$ cat src/rtl/multiplier_iterative.sv
// -----------------------------------------------------------------------------
// multiplier_iterative
//   Iterative shift-add multiplier. The controller, the iteration counter and
//   the datapath are all in this one block. It produces a WIDTH x WIDTH ->
//   2*WIDTH product and handles one partial product per clock. The operands
//   are signed or unsigned, chosen for each operation. When EARLY_EXIT is set,
//   the block can finish early once no multiplier bits remain. The product is
//   held until the consumer acknowledges it.
//
// Parameters
//   WIDTH        operand width in bits (>= 2); the result is 2*WIDTH bits
//   EARLY_EXIT   1: finish as soon as the remaining multiplier bits are zero
//
// Ports
//   clock         rising-edge clock
//   n_reset       asynchronous, active-low reset
//   start         request; accepted only while ready=1
//   signed_mode   1: two's-complement operands; sampled with start
//   multiplicand  operand A; sampled with start
//   multiplier    operand B; sampled with start
//   ack           consumer has taken the result; honoured only while done=1
//   abort         synchronous cancel; takes effect from any state
//   ready         idle; a start can be accepted
//   busy          iterating
//   done          result valid and held
//   result        product; valid while done=1, otherwise holds the last value
// -----------------------------------------------------------------------------
module multiplier_iterative #(
  parameter int WIDTH      = 8,
  parameter bit EARLY_EXIT = 1'b0
) (
  input  logic                 clock,
  input  logic                 n_reset,
  input  logic                 start,
  input  logic                 signed_mode,
  input  logic [WIDTH-1:0]     multiplicand,
  input  logic [WIDTH-1:0]     multiplier,
  input  logic                 ack,
  input  logic                 abort,
  output logic                 ready,
  output logic                 busy,
  output logic                 done,
  output logic [2*WIDTH-1:0]   result
);

  localparam int PW = 2 * WIDTH;
  localparam int CW = $clog2(WIDTH + 1);

  localparam logic [CW-1:0] CNT_INIT = CW'(WIDTH);
  localparam logic [CW-1:0] CNT_ONE  = CW'(1);

  typedef enum logic [1:0] {
    S_IDLE = 2'd0,
    S_BUSY = 2'd1,
    S_DONE = 2'd2
  } state_t;

  state_t          state_reg;
  logic            ready_reg;
  logic            busy_reg;
  logic            done_reg;
  logic [PW-1:0]   a_reg;
  logic [WIDTH-1:0] b_reg;
  logic [PW-1:0]   acc_reg;
  logic [CW-1:0]   cnt_reg;
  logic            sgn_reg;
  logic [PW-1:0]   result_reg;

  // Datapath values for the next edge
  logic [PW-1:0]    a_load_next;
  logic [PW-1:0]    acc_next;
  logic [PW-1:0]    a_next;
  logic [WIDTH-1:0] b_next;
  logic [CW-1:0]    cnt_next;
  logic             last_iter;
  logic             sub_step;
  logic             rem_zero;
  logic             finish;

  // The sign bit fills the upper half only for signed operations.
  // Otherwise the upper half is zero.
  logic [WIDTH-1:0] ext_bits;
  genvar gi;
  generate
    for (gi = 0; gi < WIDTH; gi++) begin : g_ext
      assign ext_bits[gi] = signed_mode & multiplicand[WIDTH-1];
    end
  endgenerate

  always_comb begin
    a_load_next = {ext_bits, multiplicand};
    last_iter   = (cnt_reg == CNT_ONE);
    // In two's complement the MSB of a signed multiplier has negative weight.
    // So the final partial product is subtracted, not added.
    sub_step    = sgn_reg & last_iter;
    acc_next    = acc_reg;
    if (b_reg[0]) begin
      if (sub_step) begin
        acc_next = acc_reg - a_reg;
      end else begin
        acc_next = acc_reg + a_reg;
      end
    end
    a_next   = a_reg << 1;
    b_next   = b_reg >> 1;
    cnt_next = cnt_reg - CNT_ONE;
    // A negative signed multiplier keeps its MSB set in b_reg until the last
    // step. So early exit never fires for it.
    rem_zero = (b_next == '0);
    finish   = last_iter | (EARLY_EXIT & rem_zero);
  end

  // The controller and the datapath share one sequential block.
  // ready, busy and done are registered, and they always match state_reg.
  always_ff @(posedge clock or negedge n_reset) begin
    if (!n_reset) begin
      state_reg  <= S_IDLE;
      ready_reg  <= 1'b1;
      busy_reg   <= 1'b0;
      done_reg   <= 1'b0;
      a_reg      <= '0;
      b_reg      <= '0;
      acc_reg    <= '0;
      cnt_reg    <= '0;
      sgn_reg    <= 1'b0;
      result_reg <= '0;
    end else if (abort) begin
      // Cancel from any state. The last completed result is kept.
      state_reg <= S_IDLE;
      ready_reg <= 1'b1;
      busy_reg  <= 1'b0;
      done_reg  <= 1'b0;
    end else begin
      case (state_reg)
        S_IDLE: begin
          if (start) begin
            a_reg     <= a_load_next;
            b_reg     <= multiplier;
            acc_reg   <= '0;
            cnt_reg   <= CNT_INIT;
            sgn_reg   <= signed_mode;
            state_reg <= S_BUSY;
            ready_reg <= 1'b0;
            busy_reg  <= 1'b1;
            done_reg  <= 1'b0;
          end
        end
        S_BUSY: begin
          acc_reg <= acc_next;
          a_reg   <= a_next;
          b_reg   <= b_next;
          cnt_reg <= cnt_next;
          if (finish) begin
            result_reg <= acc_next;
            state_reg  <= S_DONE;
            ready_reg  <= 1'b0;
            busy_reg   <= 1'b0;
            done_reg   <= 1'b1;
          end
        end
        S_DONE: begin
          // In this state start is ignored, even when it comes with ack.
          if (ack) begin
            state_reg <= S_IDLE;
            ready_reg <= 1'b1;
            busy_reg  <= 1'b0;
            done_reg  <= 1'b0;
          end
        end
        default: begin
          state_reg <= S_IDLE;
          ready_reg <= 1'b1;
          busy_reg  <= 1'b0;
          done_reg  <= 1'b0;
        end
      endcase
    end
  end

  assign ready  = ready_reg;
  assign busy   = busy_reg;
  assign done   = done_reg;
  assign result = result_reg;

endmodule

$ cat config.mk
export PLATFORM = sky130hd
export DESIGN_NAME = multiplier_iterative
export DESIGN_NICKNAME = d
export VERILOG_FILES = /design/src/rtl/multiplier_iterative.sv
export SDC_FILE = /design/constraint.sdc
export NUM_CORES = 1
export LEC_CHECK = 0
export CORE_MARGIN = 3
export CORE_UTILIZATION = 55
export DETAILED_ROUTE_END_ITERATION = 8
export PLACE_DENSITY = 0.78
export SYNTH_ARGS = -nofsm -noshare
export SYNTH_HDL_FRONTEND = slang
export SYNTH_SLANG_ARGS = --single-unit
export TNS_END_PERCENT = 5
$ cat constraint.sdc
create_clock -name clock -period 8.7 [get_ports clock]
set_input_delay 1.305 -clock clock [delete_from_list [all_inputs] [get_ports clock]]
set_output_delay 1.305 -clock clock [all_outputs]
set_load 0.02 [all_outputs]
== Yosys cells after proc, flatten, opt, wreduce, memory -nomap -nowiden ==
Cells that the tools add are included.

* Register bits: 66
* Input bits: 22
* Output and inout port bits: 19
* Word-level logic and storage cells: 56

* Add/subtract/negate cells: 3
* Equality and inequality tests: 7
* Muxes and demuxes: 27
* Bitwise gates (word level): 3
* Reductions and logical operators: 6

{| class="wikitable"
|+ Operators with widths
! operator !! number
|-
| $mux W16 || 4
|-
| $pmux W16 S2 || 2
|-
| $add A16 B16 Y16 || 1
|-
| $pmux W8 S2 || 1
|-
| $sub A16 B16 Y16 || 1
|-
| $reduce_and A3 Y1 || 4
|-
| $mux W1 || 9
|-
| $ne A3 B3 Y1 const B || 3
|-
| $pmux W1 S3 || 3
|-
| $mux W2 || 4
|-
| $mux W8 || 1
|-
| $pmux W4 S2 || 1
|-
| $pmux W2 S3 || 1
|-
| $eq A4 B1 Y1 const B || 1
|-
| $mux W4 || 1
|-
| $sub A4 B1 Y4 const B || 1
|-
| $and A1 B1 Y1 || 2
|-
| $eq A2 B1 Y1 const B || 1
|-
| $eq A2 B2 Y1 const B || 1
|-
| $logic_not A2 Y1 || 1
|-
| $ne A2 B2 Y1 const B || 1
|-
| $reduce_bool A2 Y1 || 1
|-
| $not A1 Y1 || 1
|}

== Depth between registers and ports, before layout ==
* Word-level depth: 5
* Mapped depth: 16
* Gate-level depth less buffers: 14

== Worst setup path after synthesis ==
OpenSTA, ideal clock, no wires.

* Kind: register to register
* Start: register cnt_reg[1]
* End: register acc_reg[15]
* Library setup time: 0.076 ns
* Data arrival time: 3.309 ns
* Data required time: 8.624 ns
* Slack: 5.315 ns
* Cell stages (with the launch flop): 17
* Cells stage by stage: dfrtp_1 > inv_1 > ha_1 > nor3b_2 > and2_1 > clkbuf_1 > clkbuf_1 > a21oi_1 > xnor2_1 > ha_1 > a21o_1 > a21o_1 > o21bai_1 > o21ai_0 > nand4_2 > a211o_1 > o21ai_1

* Longest elaborated chain between the ends: 5

{| class="wikitable"
|+ Ends and longest elaborated chain
! item !! RTL line !! RTL
|-
| start, declared || 65 || <nowiki>logic [CW-1:0] cnt_reg;</nowiki>
|-
| start signal, assigned || 152 || <nowiki>cnt_reg <= cnt_next;</nowiki>
|-
| $eq A4 B1 Y1 || 92 || <nowiki>last_iter = (cnt_reg == CNT_ONE);</nowiki>
|-
| $and A1 B1 Y1 || 95 || <nowiki>sub_step = sgn_reg & last_iter;</nowiki>
|-
| $mux W16 || 98 || <nowiki>if (sub_step) begin</nowiki>
|-
| $mux W16 || 97 || <nowiki>if (b_reg[0]) begin</nowiki>
|-
| $pmux W16 S2 || 134 || <nowiki>case (state_reg)</nowiki>
|-
| end signal, assigned || 149 || <nowiki>acc_reg <= acc_next;</nowiki>
|-
| end, declared || 64 || <nowiki>logic [PW-1:0] acc_reg;</nowiki>
|}

No other way between the ends.
A chain may end at the register's enable or synchronous reset.

== Worst setup path in the final report ==
* Start: register cnt_reg[1]
* End: register result_reg[14] (netlist: result[14])

* Longest elaborated chain between the ends: 4
* Elaborated cells between the ends (all ways): 5
* Those cells by class: eq/ne (1); mux (2); bitwise (1); reduce/logical (1)

{| class="wikitable"
|+ Ends and longest elaborated chain
! item !! RTL line !! RTL
|-
| $eq A4 B1 Y1 (*) || 92 ||
|-
| $and A1 B1 Y1 || 95 ||
|-
| $mux W16 || 98 ||
|-
| $mux W16 || 97 ||
|-
| end signal, assigned || 154 || <nowiki>result_reg <= acc_next;</nowiki>
|-
| end, declared || 67 || <nowiki>logic [PW-1:0] result_reg;</nowiki>
|}

Mark *: on every way between the ends. The rest lies on a longest branch, timed or not.

==> results.py <==
metrics = {
    "placed_design": {
        "gp_congestion": 0.9361,
        "dp_slack_ns": 4.851,
        "hpwl_um": 5916,
        "io_buffer_count": 40,
    },
    "routing": {
        "dr.pass1.iters": 4,
        "vias": 3210,
        "drcViolationCount": 0,
        "wl_per_cell_um": 15.41,
        "viasPerCell": 5.671,
        "drt_wl_total_um": 8720,
        "ant_nets": 0,
        "first_iter_violations": 159,
    },
    "critical_path": {
        "worstSetupStartpointType": "flop",
        "r2r_setup_slack_ns": 4.81,
        "crit_required_ns": 8.94,
        "worstSetupStartpoint": "cnt_reg[1]",
        "rr_startpoint": "cnt_reg[1]",
        "slowest_delay_ns": 0.51,
        "slowest_stage": "and2_1",
        "path_cells": "inv_1, ha_1, nor3b_2, and2_1, mux2_2, fa_1, nor2b_1, o211ai_1, a21boi_0, nor2_1, o311ai_1, mux2i_1, nand2_1",
        "cp.arrival_ns": 4.13,
        "crit_path_end_kind": "flop",
        "path_class": "flop to flop",
        "path_max_fanout": 15,
    },
    "clocking": {
        "ctsResizeCount": 0,
        "clk_pin_slew_ns": 0.07,
        "post_cts_buffers": 0,
        "clock_latency_ns": 0.36,
        "clkSinkCount": 65,
        "cts.htree.levels": 3,
        "cts-root-buf": "clkbuf_8",
        "cts_tree": "built",
        "cts_hold_buffers": 0,
        "cts_buffers": 9,
        "cts_buffer_depth": 2,
    },
    "timing": {
        "finClkSkew_ns": 0.01273,
        "tightest_slew_ns": 1.194,
        "fin_crit_ns": 3.888,
        "drv_slew": 0,
        "finalSetupViolations": 0,
        "finalHoldViolations": 0,
        "slew_headroom_pct": 19.90,
        "fin_ws_ns": 4.812,
        "holdWs_ns": 0.4787,
        "fmax_ghz": 0.2572,
        "tns_ns": 0,
        "period_share_pct": 44.69,
        "rsz0062_at_grt": "no",
    },
    "power_and_ir_drop": {
        "p_leak_nw": 2.015,
        "vdd_drop_max_mv": 0.1181,
        "p_total_mw": 1.181,
        "p_per_area_mw_per_mm2": 259.5,
    },
    "global_route": {
        "grt_overflow_total": 0,
        "grt_pass1_vias": 3154,
        "grt_max_degree": 66,
        "grt_first_pass_wirelength_um": 14830,
        "antenna_found_initial": 0,
        "grt_use_total_pct": 22.57,
    },
    "hold_path": {
        "hp-class": "flop to flop",
        "holdCritStartpoint": "result[2]",
    },
    "logic_synthesis": {
        "yosysMostFrequentCell": "dfrtp_1",
        "netlist_area_mm2": 0.003890,
        "synth_seq_cells": 65,
        "avgSynthCellArea_um2": 8.984,
        "yosys.area.top_type": "dfrtp_1",
        "yosysSeqAreaShare_pct": 41.85,
        "synth_edf_count": 0,
        "yosysUniqueCellTypes": 51,
        "synth_fp_nets": 474,
        "async_flop_share_pct": 100.0,
        "yosys-top-cells-area": "dfrtp_1, o21ai_0, ha_1, nand2_1, xnor2_1",
        "netlist_top_cells_count": "dfrtp_1, nand2_1, o21ai_0",
        "ys.flop_type": "dfrtp_1",
        "synth_top_area_share_pct": 41.17,
        "yosysWarnings": 0,
        "syn_inst": 433,
    },
    "final_layout": {
        "diodes": 0,
        "n_fill_cell": 577,
        "area_delta_synth_final_pct": 17.05,
        "nets": 506,
        "drive_gt1_share_pct": 6.809,
    },
    "floorplanning": {
        "coreArea_mm2": 0.006832,
        "initial_core_util_pct": 56.94,
        "rows": 30,
        "die_height_um": 90.10,
        "die_x_um": 90.10,
        "die_area_mm2": 0.008118,
        "io-pin-count": 41,
    },
    "status": {
        "outcome": "completed",
    },
    "run": {
        "drv_cap": 0,
    },
}
[report_power, final]
group	internal [mW]	total (mW)	switching, mW
clock network	0.156	0.275	0.119
logic	0.215	0.469	0.254
registers	0.369	0.438	0.0685
total	0.740	1.18	0.441
[layer usage]
| layer | up-vias | global-route usage, % | routed length, um |
|---|---|---|---|
| met2 | 74 | 35.35 | 4034 |
| li1 | 1593 | - | - |
| met3 | 14 | 3.849 | 440 |
| met4 | 0 | 11.10 | 167 |
| met1 | 1529 | 30.40 | 4078 |
| met5 | - | 0 | 0 |
[cell families after synthesis]
logic type / Yosys count / synth area share, %
adder cells (fa/ha/maj): 19 / 6.304
multiplexers: 17 / 4.439
AO/OA/AOI/OAI: 134 / 20.84
AND/OR/NAND/NOR: 134 / 16.76
XOR/XNOR: 26 / 6.047
flip-flops: 65 / 41.85
buffers and inverters: 38 / 3.763
[per-stage QoR]
step	area [um2]	utilization [%]	instances
floorplan	3890	-	433
global placement	4345	63.61	550
detailed placement	4345	63.61	550
CTS	4553	66.65	566
global route	4553	66.65	566
finish	4553	66.65	566
[worst max-delay path: cells and delay by family, from the launching register on]
family | cells | cell delay [ns]
AND/OR/NAND/NOR | 5 | 1.19
buffers and inverters | 1 | 0.10
multiplexers | 2 | 0.69
flip-flops | 1 | 0.38
AO/OA/AOI/OAI | 3 | 0.83
adder cells (fa/ha/maj) | 2 | 0.57
[area by class of cell]
cell class              instances  area (um2)  area share, %
multi-input cells             330        2120          46.55
well taps                      96       120.1          2.638
repair buffers                 43       417.9          9.178
clock buffers                  14       172.7          3.792
flip-flops and latches         65        1628          35.75
inverters                      16       60.06          1.319
clock inverters                 2       35.03         0.7694
[worst paths after layout]
| kind | end | cells past startpoint |
|---|---|---|
| max | result[14] | 13 |
| min | result[2] | 2 |
| max reg2reg | result[14] | 13 |
| min reg2reg | result[2] | 2 |
| max in group asynchronous | acc_reg[15] | 2 |
| min in group asynchronous | result[1] | 2 |
[layout by cell type, fill, tap and decap left out, drive strengths merged, types with 12 or more instances in the layout]
cell type | Yosys | layout
mux2i | 15 | 15
o21ai | 53 | 53
xnor2 | 23 | 23
nor3 | 12 | 12
nor2 | 29 | 29
clkbuf | 17 | 14
dfrtp | 64 | 64
clkdlybuf4s50 | 0 | 39
ha | 18 | 18
inv | 16 | 16
a21oi | 32 | 32
nand2 | 52 | 52
Power figures use the tool's default switching activity.
